$ cat config.mk
export PLATFORM = sky130hd
export DESIGN_NAME = sti_receiver
export DESIGN_NICKNAME = d
export VERILOG_FILES = /design/src/rtl/sti_pkg.sv /design/src/rtl/sti_rx_shift.sv /design/src/rtl/sti_receiver.sv
export SDC_FILE = /design/constraint.sdc
export NUM_CORES = 1
export LEC_CHECK = 0
export ABC_AREA = 1
export CORE_UTILIZATION = 45
export CTS_BUF_LIST = sky130_fd_sc_hd__clkbuf_2
export DETAILED_ROUTE_END_ITERATION = 16
export HOLD_SLACK_MARGIN = 0.02
export RECOVER_POWER = 25
export SLEW_MARGIN = 20
export SYNTH_ARGS = -nofsm -noshare
export SYNTH_HDL_FRONTEND = slang
export SYNTH_SLANG_ARGS = --single-unit
$ cat constraint.sdc
create_clock -name clk -period 2.2 [get_ports clk]
set_input_delay 0.33 -clock clk [delete_from_list [all_inputs] [get_ports clk]]
set_output_delay 0.33 -clock clk [all_outputs]
set_load 0.005 [all_outputs]
$ cat src/rtl/sti_pkg.sv
// Shared definitions for the STI link: length encoding, frame-size helpers
// and the receive/writer state enums used by both link ends.
package sti_pkg;

  localparam logic [1:0] LEN_8  = 2'd0;
  localparam logic [1:0] LEN_16 = 2'd1;
  localparam logic [1:0] LEN_24 = 2'd2;
  localparam logic [1:0] LEN_32 = 2'd3;

  typedef enum logic {
    RX_IDLE,
    RX_SHIFT
  } rx_state_e;

  typedef enum logic [1:0] {
    W_IDLE,
    W_BYTES,
    W_PAD,
    W_DONE
  } wr_state_e;

  // Frame length in bits for a length code (8, 16, 24 or 32).
  function automatic logic [5:0] len_bits(input logic [1:0] len);
    return 6'({len, 3'b000}) + 6'd8;
  endfunction

  function automatic logic [31:0] len_mask(input logic [1:0] len);
    case (len)
      LEN_8:   return 32'h0000_00FF;
      LEN_16:  return 32'h0000_FFFF;
      LEN_24:  return 32'h00FF_FFFF;
      default: return 32'hFFFF_FFFF;
    endcase
  endfunction

endpackage

$ cat src/rtl/sti_rx_shift.sv
// STI bit capture: shifts in one frame, counts bits and judges the frame
// length when si_valid drops.
module sti_rx_shift
  import sti_pkg::*;
(
  input  logic        clk,
  input  logic        reset,
  input  logic        enable,
  input  logic [1:0]  cfg_length,
  input  logic        cfg_msb,
  input  logic        cfg_last,
  input  logic        si_data,
  input  logic        si_valid,
  output logic [31:0] word_data,
  output logic        word_valid,
  output logic        frame_ok,
  output logic        frame_bad,
  output logic [31:0] frame_word,
  output logic [1:0]  frame_len,
  output logic        frame_last
);

  rx_state_e   state;
  logic [31:0] sr;
  logic [5:0]  bit_cnt;
  logic [1:0]  len_q;
  logic        msb_q;
  logic        last_q;
  logic        frame_end;

  // The frame is judged in the first cycle si_valid is seen low.
  assign frame_end  = enable && (state == RX_SHIFT) && !si_valid;
  assign frame_ok   = frame_end && (bit_cnt == len_bits(len_q));
  assign frame_bad  = frame_end && (bit_cnt != len_bits(len_q));
  assign frame_word = sr & len_mask(len_q);
  assign frame_len  = len_q;
  assign frame_last = last_q;

  always_ff @(posedge clk or negedge reset) begin
    if (!reset) begin
      state      <= RX_IDLE;
      sr         <= '0;
      bit_cnt    <= '0;
      len_q      <= LEN_8;
      msb_q      <= 1'b0;
      last_q     <= 1'b0;
      word_data  <= '0;
      word_valid <= 1'b0;
    end else begin
      word_valid <= 1'b0;
      if (!enable) begin
        state <= RX_IDLE;
      end else begin
        case (state)
          RX_IDLE: begin
            if (si_valid) begin
              state   <= RX_SHIFT;
              len_q   <= cfg_length;
              msb_q   <= cfg_msb;
              last_q  <= cfg_last;
              sr      <= {31'd0, si_data};
              bit_cnt <= 6'd1;
            end
          end
          RX_SHIFT: begin
            if (si_valid) begin
              if (msb_q)
                sr <= {sr[30:0], si_data};
              else if (bit_cnt < 6'd32)
                sr[bit_cnt[4:0]] <= si_data;
              if (bit_cnt < 6'd33)
                bit_cnt <= bit_cnt + 6'd1;
            end else begin
              state <= RX_IDLE;
              if (frame_ok) begin
                word_data  <= frame_word;
                word_valid <= 1'b1;
              end
            end
          end
          default: state <= RX_IDLE;
        endcase
      end
    end
  end

endmodule

$ cat src/rtl/sti_receiver.sv
// STI receive end: buffers one completed frame, writes it bytewise (MSB byte
// first) into pixel RAM and zero-pads the RAM after the last frame.
module sti_receiver
  import sti_pkg::*;
#(
  parameter int         ADDR_W    = 8,
  parameter logic [7:0] PAD_VALUE = 8'h00
) (
  input  logic              clk,
  input  logic              reset,
  input  logic [1:0]        cfg_length,
  input  logic              cfg_msb,
  input  logic              cfg_last,
  input  logic              si_data,
  input  logic              si_valid,
  output logic [31:0]       word_data,
  output logic              word_valid,
  output logic              pixel_wr,
  output logic [ADDR_W-1:0] pixel_addr,
  output logic [7:0]        pixel_dataout,
  output logic              pixel_finish,
  output logic              err_frame
);

  wr_state_e         wstate;
  logic              frame_ok;
  logic              frame_bad;
  logic [31:0]       frame_word;
  logic [1:0]        frame_len;
  logic              frame_last;
  logic              hold_full;
  logic [31:0]       hold_word;
  logic [1:0]        hold_len;
  logic              hold_last;
  logic [31:0]       hold_aligned;
  logic [31:0]       wr_sr;
  logic [1:0]        bytes_left;
  logic              wr_last;
  logic [ADDR_W-1:0] addr;
  logic              pop;

  sti_rx_shift u_rx (
    .clk        (clk),
    .reset      (reset),
    .enable     (wstate != W_DONE),
    .cfg_length (cfg_length),
    .cfg_msb    (cfg_msb),
    .cfg_last   (cfg_last),
    .si_data    (si_data),
    .si_valid   (si_valid),
    .word_data  (word_data),
    .word_valid (word_valid),
    .frame_ok   (frame_ok),
    .frame_bad  (frame_bad),
    .frame_word (frame_word),
    .frame_len  (frame_len),
    .frame_last (frame_last)
  );

  assign pop          = (wstate == W_IDLE) && hold_full;
  // Left-align the held word so bytes always leave from bits [31:24].
  assign hold_aligned = hold_word << (6'd32 - len_bits(hold_len));

  always_ff @(posedge clk or negedge reset) begin
    if (!reset) begin
      wstate        <= W_IDLE;
      hold_full     <= 1'b0;
      hold_word     <= '0;
      hold_len      <= LEN_8;
      hold_last     <= 1'b0;
      wr_sr         <= '0;
      bytes_left    <= '0;
      wr_last       <= 1'b0;
      addr          <= '0;
      pixel_wr      <= 1'b0;
      pixel_addr    <= '0;
      pixel_dataout <= '0;
      pixel_finish  <= 1'b0;
      err_frame     <= 1'b0;
    end else begin
      err_frame <= frame_bad || (frame_ok && hold_full && !pop);

      // NOTE: both writes below are non-blocking, so a push in the pop cycle
      // wins and the hold register stays full with the new frame.
      if (pop)
        hold_full <= 1'b0;
      if (frame_ok && (!hold_full || pop)) begin
        hold_full <= 1'b1;
        hold_word <= frame_word;
        hold_len  <= frame_len;
        hold_last <= frame_last;
      end

      case (wstate)
        W_IDLE: begin
          pixel_wr <= 1'b0;
          if (hold_full) begin
            pixel_wr      <= 1'b1;
            pixel_addr    <= addr;
            pixel_dataout <= hold_aligned[31:24];
            wr_sr         <= {hold_aligned[23:0], 8'h00};
            bytes_left    <= hold_len;
            wr_last       <= hold_last;
            addr          <= addr + ADDR_W'(1);
            wstate        <= W_BYTES;
          end
        end
        W_BYTES: begin
          if (bytes_left != 2'd0) begin
            pixel_wr      <= 1'b1;
            pixel_addr    <= addr;
            pixel_dataout <= wr_sr[31:24];
            wr_sr         <= {wr_sr[23:0], 8'h00};
            bytes_left    <= bytes_left - 2'd1;
            addr          <= addr + ADDR_W'(1);
          end else if (!wr_last) begin
            pixel_wr <= 1'b0;
            wstate   <= W_IDLE;
          end else if (addr == '0) begin
            // Last frame filled the top address already: nothing to pad.
            pixel_wr     <= 1'b0;
            pixel_finish <= 1'b1;
            wstate       <= W_DONE;
          end else begin
            pixel_wr      <= 1'b1;
            pixel_addr    <= addr;
            pixel_dataout <= PAD_VALUE;
            addr          <= addr + ADDR_W'(1);
            wstate        <= W_PAD;
          end
        end
        W_PAD: begin
          if (addr == '0) begin
            pixel_wr     <= 1'b0;
            pixel_finish <= 1'b1;
            wstate       <= W_DONE;
          end else begin
            pixel_wr      <= 1'b1;
            pixel_addr    <= addr;
            pixel_dataout <= PAD_VALUE;
            addr          <= addr + ADDR_W'(1);
          end
        end
        default: begin
          pixel_wr     <= 1'b0;
          pixel_finish <= 1'b1;
        end
      endcase
    end
  end

endmodule

==> impl_summary.md, run 1 <==
Power
The worst-case vdd ir drop is around 0.63 mV. After layout, the design draws a total of roughly 0.01 W. Cell internal power was estimated by the tool at ~0.0059 W. The analysis attributes to cell leakage a power of roughly 4.6 nW. The switching power as a share of total power is 40.16%.

The clock network is responsible for between 10% and 20% of the overall power. Summed over all nets, the switching power comes to 0.003946 W. The power density over the cells is around 1000 nW/um2.

The fraction of power consumed by combinational cells is between 40% and 50%. The part of the power in registers is a little over 40%.

Floorplanning
The number of cell rows is 49. The width of the chip is roughly 140 um. The initial cell density of the core is between 40% and 50%. The area of the core is between 15000 and 20000 um2. 60 I/O pins were placed.

The die area is roughly 19000 um2. Measured along the y axis, the die boundary spans roughly 140 um.

Hold path
In this run the most critical hold path is launched from cfg_msb. The worst-case hold path end point is u_rx.msb_q. The path class of the tightest hold or removal check is input pin to flip-flop. The worst hold path was traced through 3 stages.

Place
After legalization and detailed placement, the total HPWL measured between 15000 and 20000 um. The congestion estimate from routability-driven global placement came to around 0.84. Buffers placed on the I/O ports in this run total 59.

Yosys
The prevailing post-synth register cell is sky130_fd_sc_hd__dfrtp_1. The average size of a mapped cell is about 7.7 um2. Synthesis inferred roughly 170 register bits. The number of cells produced by synthesis is 1099.

The number of synthesized flops with an enable pin is 0. After synthesis, the share of flip-flops with an asynchronous set or reset is 100.0%. The synthesized netlist occupies a cell area of between 8000 and 9000 um2. The Yosys warning count is 0.

The net count of the mapped netlist is roughly 1100. In this run, distinct cell masters in the synthesized netlist total 34. The share of the Yosys chip area taken by registers is between 40 and 50%.

Layout
The number of fillers in the final layout is about 1800. The synthesis-to-finish area growth is 15.05%. The share of layout cells above drive strength 1 is between 7 and 8%. The net count of the finished layout is around 1200.

The fraction of the core area covered by cells at the end of the flow is between 50% and 60%.

Timing
Across the routed clock network, the largest skew measured is 0.02972 ns. The worst path in the final design needs a cycle of 1.997 ns, including I/O delays and setup. The part of the cycle the worst path needs is 90.77%. The final count of pins violating max slew is 0. The final hold violation count is 0. At the pin with the least slew margin, the transition time is 0.9083 ns. Measured against its own limit, the worst slew margin works out to 39.45%. Static timing analysis puts the maximum clock frequency at 500.8 MHz.

The hold slack is roughly 0.17 ns. Setup violations remaining at the end of the flow were counted as 0. Setup repair after global routing left no endpoint under its margin.

Setup total negative slack on the finished layout was measured at 0 ns.

Detailed routing
The via count normalized by instance count is roughly 5.3. The number of nets still failing antenna checks after routing is 0. Before antenna repair, the detailed router went through 5 iterations. The routed layout has between 7000 and 8000 vias. Dividing the detail-routed wire length by the instance count gives 15.58 um. For this run, design rule violations remaining after detail routing come to 0. The first routing iteration left approximately 580 violations. The aggregate routed wire length is about 22000 um.

Setup path
The type of destination of the critical path is an output pin. Traced cell by cell, the critical path runs through clkdlybuf4s50_1. The kind of critical path is flip-flop to output pin. Measured in cells, the most critical reg-to-reg path has a length of 9. Data arrives at the worst endpoint at between 1.5 and 2 ns. In this design, the stage delay of the slowest critical-path cell is 0.52 ns. The launch point of the critical path is u_rx.word_data[11]. In this run the critical register-to-register path is launched from wstate[1].

The largest individual stage delay along the critical path comes from the cell sky130_fd_sc_hd__clkdlybuf4s50_1. The setup check on the worst reg-to-reg path leaves a slack of ~0.22 ns. The endpoint identified for the worst register-to-register timing path is pixel_addr[7]. Together, buffers and inverters on the worst path number 1. For the worst setup path, the data required time is ~1.9 ns.

The cell family contributing the most delay on the critical path is buffers and inverters. Along the worst path, the maximum fanout reaches 2. STA classifies the critical path startpoint as a flip-flop.

Global route
The pin count of the biggest net entering global routing is 53. The via count of the first global-routing pass came to 7091. The overflow left after global routing is 0. The initial antenna violation count is 1.

The first global-routing pass estimated 36650 um of wire. Global routing consumed, over all layers together, 23.61% of the routing resources.

CTS
The buffer cell driving the clock tree root is sky130_fd_sc_hd__clkbuf_2. The number of buffers created by CTS is 17. The clock passes through at most 2 buffers. The tree built by TritonCTS fans out to 168 sinks. The number of H-tree levels is 4. For the worst-skew pair, the clock arrives at the later sink with an insertion delay of between 0.7 and 0.8 ns.

TritonCTS built the clock tree. The clock-pin slew on the worst setup and hold paths is roughly 0.23 ns.

Flow run
The number of max-capacitance violations reported is 0.

Run status
The flow ran to the end, and the final reports show no timing, DRC or antenna violations.
[final cells by class]
cell class	instances	area [um2]	share of cell area, %
sequential	168	4204	42.92
multi-input combinational	769	3680	37.57
timing repair buffer	100	980.9	10.02
inverter	94	352.8	3.602
tap	229	286.5	2.925
clock inverter	15	202.7	2.069
clock buffer	17	85.08	0.8687
antenna	1	2.502	0.02555
[worst max-delay path by stage]
stage                     cells after the start  slack [ns]                  to
final                                         1        0.20       word_data[11]
after global routing                          9       0.004       pixel_addr[3]
after CTS                                     1        0.12    pixel_dataout[7]
after detailed placement                      7        0.09  u_rx.word_data[30]
after global placement                        8        0.16  u_rx.word_data[29]
after floorplan                              10        0.19  u_rx.word_data[15]
[placed cells by master, fill, tap and decap left out, types with 9 or more instances in the layout]
cell	synthesis	routed
sky130_fd_sc_hd__nand2_1	334	334
sky130_fd_sc_hd__a21oi_1	66	66
sky130_fd_sc_hd__nand3_1	89	89
sky130_fd_sc_hd__o22ai_1	34	34
sky130_fd_sc_hd__clkdlybuf4s50_1	0	58
sky130_fd_sc_hd__clkbuf_2	0	17
sky130_fd_sc_hd__o21ai_0	95	95
sky130_fd_sc_hd__dfrtp_1	168	168
sky130_fd_sc_hd__nor2_1	61	61
sky130_fd_sc_hd__a22oi_1	16	16
sky130_fd_sc_hd__nand3b_1	9	9
sky130_fd_sc_hd__o21ai_1	11	10
sky130_fd_sc_hd__buf_4	0	30
sky130_fd_sc_hd__inv_1	87	87
sky130_fd_sc_hd__ha_1	15	15
[flip-flops by register name, summed over array words and instances (netlist names), 2 cells and up]
signal,cells
u_rx.frame_len,2
hold_word,32
u_rx.sr,32
hold_len,2
wr_sr,24
pixel_addr,8
addr,8
wstate,2
bytes_left,2
u_rx.word_data,32
u_rx.bit_cnt,6
pixel_dataout,8
[kinds of logic after synthesis]
group	synth area share (%)
and+or+nand+nor	24.53
AOI/OAI and AO/OA	15.77
DFF	49.38
buffers and inverters	7.437
adders and majority gates	2.205
xor gates and xnor gates	0.4115
muxes	0.2645
[power groups by stage]
stage	registers [W]	clock network (W)	logic, W
floorplan	0.00395	0	0.00251
global placement	0.00401	0	0.00395
detailed placement	0.00402	0	0.00399
CTS	0.00396	0.00193	0.00402
global route	0.00403	0.00208	0.00454
finish	0.00396	0.00188	0.00399
[timing repair]
item | in CTS | in global routing
hold buffers | 3 | 0
buffers inserted | 0 | 2
hold endpoints to repair | 168 | 0
setup endpoints to repair | 0 | 1
gates resized for setup | 0 | 0
[cell usage after synthesis (3+ instances only)]
library cell / number / share of area (%)
sky130_fd_sc_hd__nor2_1: 61 / 2.7
sky130_fd_sc_hd__inv_1: 87 / 3.8
sky130_fd_sc_hd__o31ai_1: 8 / 0.71
sky130_fd_sc_hd__o311ai_0: 3 / 0.31
sky130_fd_sc_hd__o21ai_1: 11 / 0.65
sky130_fd_sc_hd__a21oi_1: 66 / 3.9
sky130_fd_sc_hd__a31oi_1: 4 / 0.29
sky130_fd_sc_hd__ha_1: 15 / 2.2
sky130_fd_sc_hd__nand3b_1: 9 / 0.79
sky130_fd_sc_hd__nand2_1: 334 / 15
sky130_fd_sc_hd__o22ai_1: 34 / 2.5
sky130_fd_sc_hd__o21ai_0: 95 / 5.6
sky130_fd_sc_hd__nand3_1: 89 / 5.2
sky130_fd_sc_hd__clkbuf_1: 52 / 2.3
sky130_fd_sc_hd__inv_2: 5 / 0.22
sky130_fd_sc_hd__nand4_1: 4 / 0.29
sky130_fd_sc_hd__xor2_1: 4 / 0.41
sky130_fd_sc_hd__a22oi_1: 16 / 1.4
sky130_fd_sc_hd__buf_2: 14 / 0.82
sky130_fd_sc_hd__nand2_2: 3 / 0.22
sky130_fd_sc_hd__dfrtp_1: 168 / 49
[routing by layer]
layer	global-route usage, %	up-vias	wire, um	share of wire, %
li1	-	3729	-	-
met1	33.57	3506	10310	48
met2	37.58	159	10320	48
met3	3.785	13	836	3.9
met4	6.131	0	228	1.1
met5	0	-	0	0
[stage by stage]
step,area [um2],setup WS (ns),std cells
detailed placement,9473,0.08844,1355
finish,9794,0.2031,1393
floorplan,8513,0.1878,1099
global route,9794,0.004292,1393
global placement,9473,0.1575,1355
CTS,9801,0.1200,1390
Note: power is estimated with default switching activity, not from simulation.
==> inputs of run 2 (changes only) <==
--- a/config.mk
+++ b/config.mk
@@ -9,8 +9,11 @@
 export CORE_UTILIZATION = 45
 export CTS_BUF_LIST = sky130_fd_sc_hd__clkbuf_2
 export DETAILED_ROUTE_END_ITERATION = 16
+export GPL_TIMING_DRIVEN = 0
 export HOLD_SLACK_MARGIN = 0.02
+export MAX_ROUTING_LAYER = met4
 export RECOVER_POWER = 25
+export SKIP_CTS_REPAIR_TIMING = 1
 export SLEW_MARGIN = 20
 export SYNTH_ARGS = -nofsm -noshare
 export SYNTH_HDL_FRONTEND = slang
==> run 2 against run 1 <==
Register-to-register slack got worse by 0.14 ns. Critical path type is now flip-flop to flip-flop. Power shrank 2.7%. Clock skew increased by 0.00088 ns. Critical endpoint is now hold_word[28]. Count of clock-buffer cells in the layout rose by 1.
==> impl_summary.md, run 2 (synthesis gave the netlist of run 1 again) <==
Run status
The run finished with clean final reports.

Floorplanning
The area of the core came to 18270 um2 (unchanged). The die area is 19470 um2 (unchanged). The width of the chip is 139.5 um (unchanged). The number of top-level design ports was 60 (unchanged). The number of cell rows is 49 (unchanged).

The initial cell density of the core is 46.60% (unchanged). The chip height is 139.5 um (unchanged).

Detailed routing
The detailed-route wire length per cell came to 16.10 um (+3.4%). The DRC violations left was 0 (unchanged). The aggregate routed wire length was 22930 um (+5.7%). The number of nets still failing antenna checks after routing is 0 (unchanged). The via count normalized by instance count is 5.238 (-1.5%).

The via count was 7459 (+0.70%). The first-pass detailed-route iteration total was 5 (unchanged). The DRC marker count from the first detailed-route iteration is 344 (-40%).

Layout
Leaving out fill and tap cells, the most frequent cell in the layout is sky130_fd_sc_hd__nand2_1. The final net count is 1204 (+2.6%). The fraction of the core area covered by cells at the end of the flow is 53.10% (-0.51 points).

Relative to the synthesized area, the layout overhead comes to 13.95%. The total area of multi-input combinational cells is 3712 um2 (+0.88%). The footprint of the flip-flops and latches is 4207 um2 (about the same).

In the layout the commonest cells are 334 x sky130_fd_sc_hd__nand2_1, 166 x sky130_fd_sc_hd__dfrtp_1, 94 x sky130_fd_sc_hd__o21ai_0. The largest registers in the layout are hold_word (32), u_rx.sr (32), u_rx.word_data (32). The number of fillers in the final layout is 1871 (+5.6%). The share of layout cells above drive strength 1 was 7.370% (+0.15 points).

CTS
The number of buffers created by CTS was 17 (unchanged). The clock latency on the worst-skew pair is 0.78 ns (+0.05 ns). The buffer cell driving the clock tree root is sky130_fd_sc_hd__clkbuf_2. The number of H-tree levels is 4 (unchanged).

The clock-pin slew on the worst setup and hold paths is 0.25 ns (+0.02 ns). The total clock sinks was 168 (unchanged). TritonCTS built the clock tree. The worst-case clock buffer depth is 2 (unchanged).

Timing
The final count of pins violating max slew is 0 (unchanged). The final setup skew is 0.03060 ns (+0.0008767 ns). The upper clock frequency limit was 472.1 MHz (-5.7%). The final hold violation count came to 0 (unchanged).

The final setup slack of the worst path is 0.08187 ns (-0.1212 ns). The number of endpoints failing setup at the final stage is 0 (unchanged). The transition time at the pin with the least slew margin is 1.164 ns (+0.2555 ns). The part of the cycle the worst path needs is 96.28% (+5.5 points). The relative slew slack was 22.42% (-17 points). The time the final worst path needs with I/O delays and setup is 2.118 ns (+0.1212 ns).

Power
The power density over the cells came to 985.5 nW/um2 (-1.8%). The total leakage power is 4.583 nW (-1.4%). The worst-case vdd ir drop is 0.5433 mV (-13%).

Setup path
STA classifies the critical path startpoint as a flip-flop. The slowest cell on the critical path is sky130_fd_sc_hd__dfrtp_1. The cell occurring most often along the worst timing path is sky130_fd_sc_hd__buf_4. The arrival time at the worst endpoint is 2.84 ns (+1.17 ns).

The worst setup path is captured at a flip-flop. The number of buffer and inverter stages on the critical path came to 4 (+3). The maximum fanout count along the critical path was 10 (+8). The peak per-stage delay on the critical path is 0.48 ns (-0.04 ns). The required time at the worst-slack endpoint is 2.92 ns (+1.05 ns). Walking the worst path, the cells encountered are inv_1 > ha_4 > nand4_1 > nor3_4 > buf_4 > buf_4 > buf_2 > nand3b_1 > nand2_1. The kind of critical path is flip-flop to flip-flop.

Broken down by cell family, the worst path's largest delay share belongs to simple AND/OR/NAND/NOR gates.

Global route
The wire length of the first global-routing pass is 38090 um (+3.9%). The global-route total usage across every layer was 25.89% (+2.3 points). The via count of the first global-routing pass is 7347 (+3.6%).

The initial antenna violation count is 1 (unchanged). The pin count of the biggest net entering global routing is 86 (+62%). The overflow left after global routing was 0 (unchanged).

Place
The placer congestion estimate is 0.8995 (+6.9%). The estimated wirelength of the detail-placed design is 17060 um (+11%). The number of input and output port buffers inserted is 59 (unchanged). The worst setup slack after placement is -0.4129 ns (-0.5013 ns).

Flow run
The number of max-capacitance violations reported is 0 (unchanged).

Hold path
In this run the worst hold path is classified as input pin to flip-flop.
-- run 2: cell count changes in the layout (fill, tap and decap cells not counted), moves of 3 or more --
| cell | delta |
|---|---|
| sky130_fd_sc_hd__buf_12 | -7 |
| sky130_fd_sc_hd__buf_2 | +12 |
| sky130_fd_sc_hd__buf_4 | -25 |
| sky130_fd_sc_hd__bufinv_16 | -3 |
| sky130_fd_sc_hd__clkbuf_1 | +37 |
| sky130_fd_sc_hd__clkbuf_2 | +10 |
| sky130_fd_sc_hd__clkinv_2 | +6 |
| sky130_fd_sc_hd__ha_1 | -3 |
-- run 2: where the power goes --
group	leakage (nW)	total (W)	switching [W]	internal, W
registers	2.25	0.00394	0.000317	0.00362
logic	2.20	0.00412	0.00267	0.00145
clock network	0.130	0.00150	0.00110	0.000398
total	4.58	0.00956	0.00408	0.00548
-- run 2: layer usage --
layer	up-vias	routed length [um]	track usage (%)
met5	-	0	-
met4	0	560	10.12
met3	40	709	3.785
met2	145	11130	42.05
met1	3488	10520	32.71
li1	3786	-	-
-- run 2: final cells by class --
cell class / instances / share of cell area (%)
flip-flops and latches: 168 / 43.36
multi-input cells: 769 / 38.27
repair buffers: 66 / 6.668
inverters: 94 / 3.715
well taps: 229 / 2.954
plain buffers: 65 / 2.941
clock inverters: 14 / 1.135
clock buffers: 18 / 0.9287
diodes: 1 / 0.02580
-- run 2: stage by stage --
| step | power (W) | hold WS, ns | cell area, um2 | instances | setup TNS (ns) |
|---|---|---|---|---|---|
| detailed placement | 0.008004 | 0.3779 | 9423 | 1388 | -29.69 |
| global placement | 0.007966 | 0.4548 | 9390 | 1387 | -1073.84 |
| finish | 0.009560 | 0.09491 | 9701 | 1424 | 0 |
| floorplan | 0.006457 | 0.03441 | 8513 | 1099 | 0 |
| global route | 0.01037 | 0.06036 | 9701 | 1424 | -0.1048 |
| CTS | 0.009518 | -0.5016 | 9623 | 1420 | -36.22 |
-- run 2: path summary, 6_finish.rpt --
path	from	endpoint	slack (ns)	cells after the start
hold reg to reg	hold_last	hold_last	0.50	2
setup / recovery	u_rx.bit_cnt[1]	hold_word[28]	0.08	9
hold / removal	cfg_msb	u_rx.msb_q	0.09	3
max in group asynchronous	reset	u_rx.word_data[3]	0.52	3
setup reg to reg	u_rx.bit_cnt[1]	hold_word[28]	0.08	9
min in group asynchronous	reset	addr[6]	0.32	2
-- run 2: worst min-delay path, delay by kind of cell --
family / cells / cell delay (ns)
simple gates: 1 / 0.10
buf+inv: 1 / 0.40
compound gates: 1 / 0.04
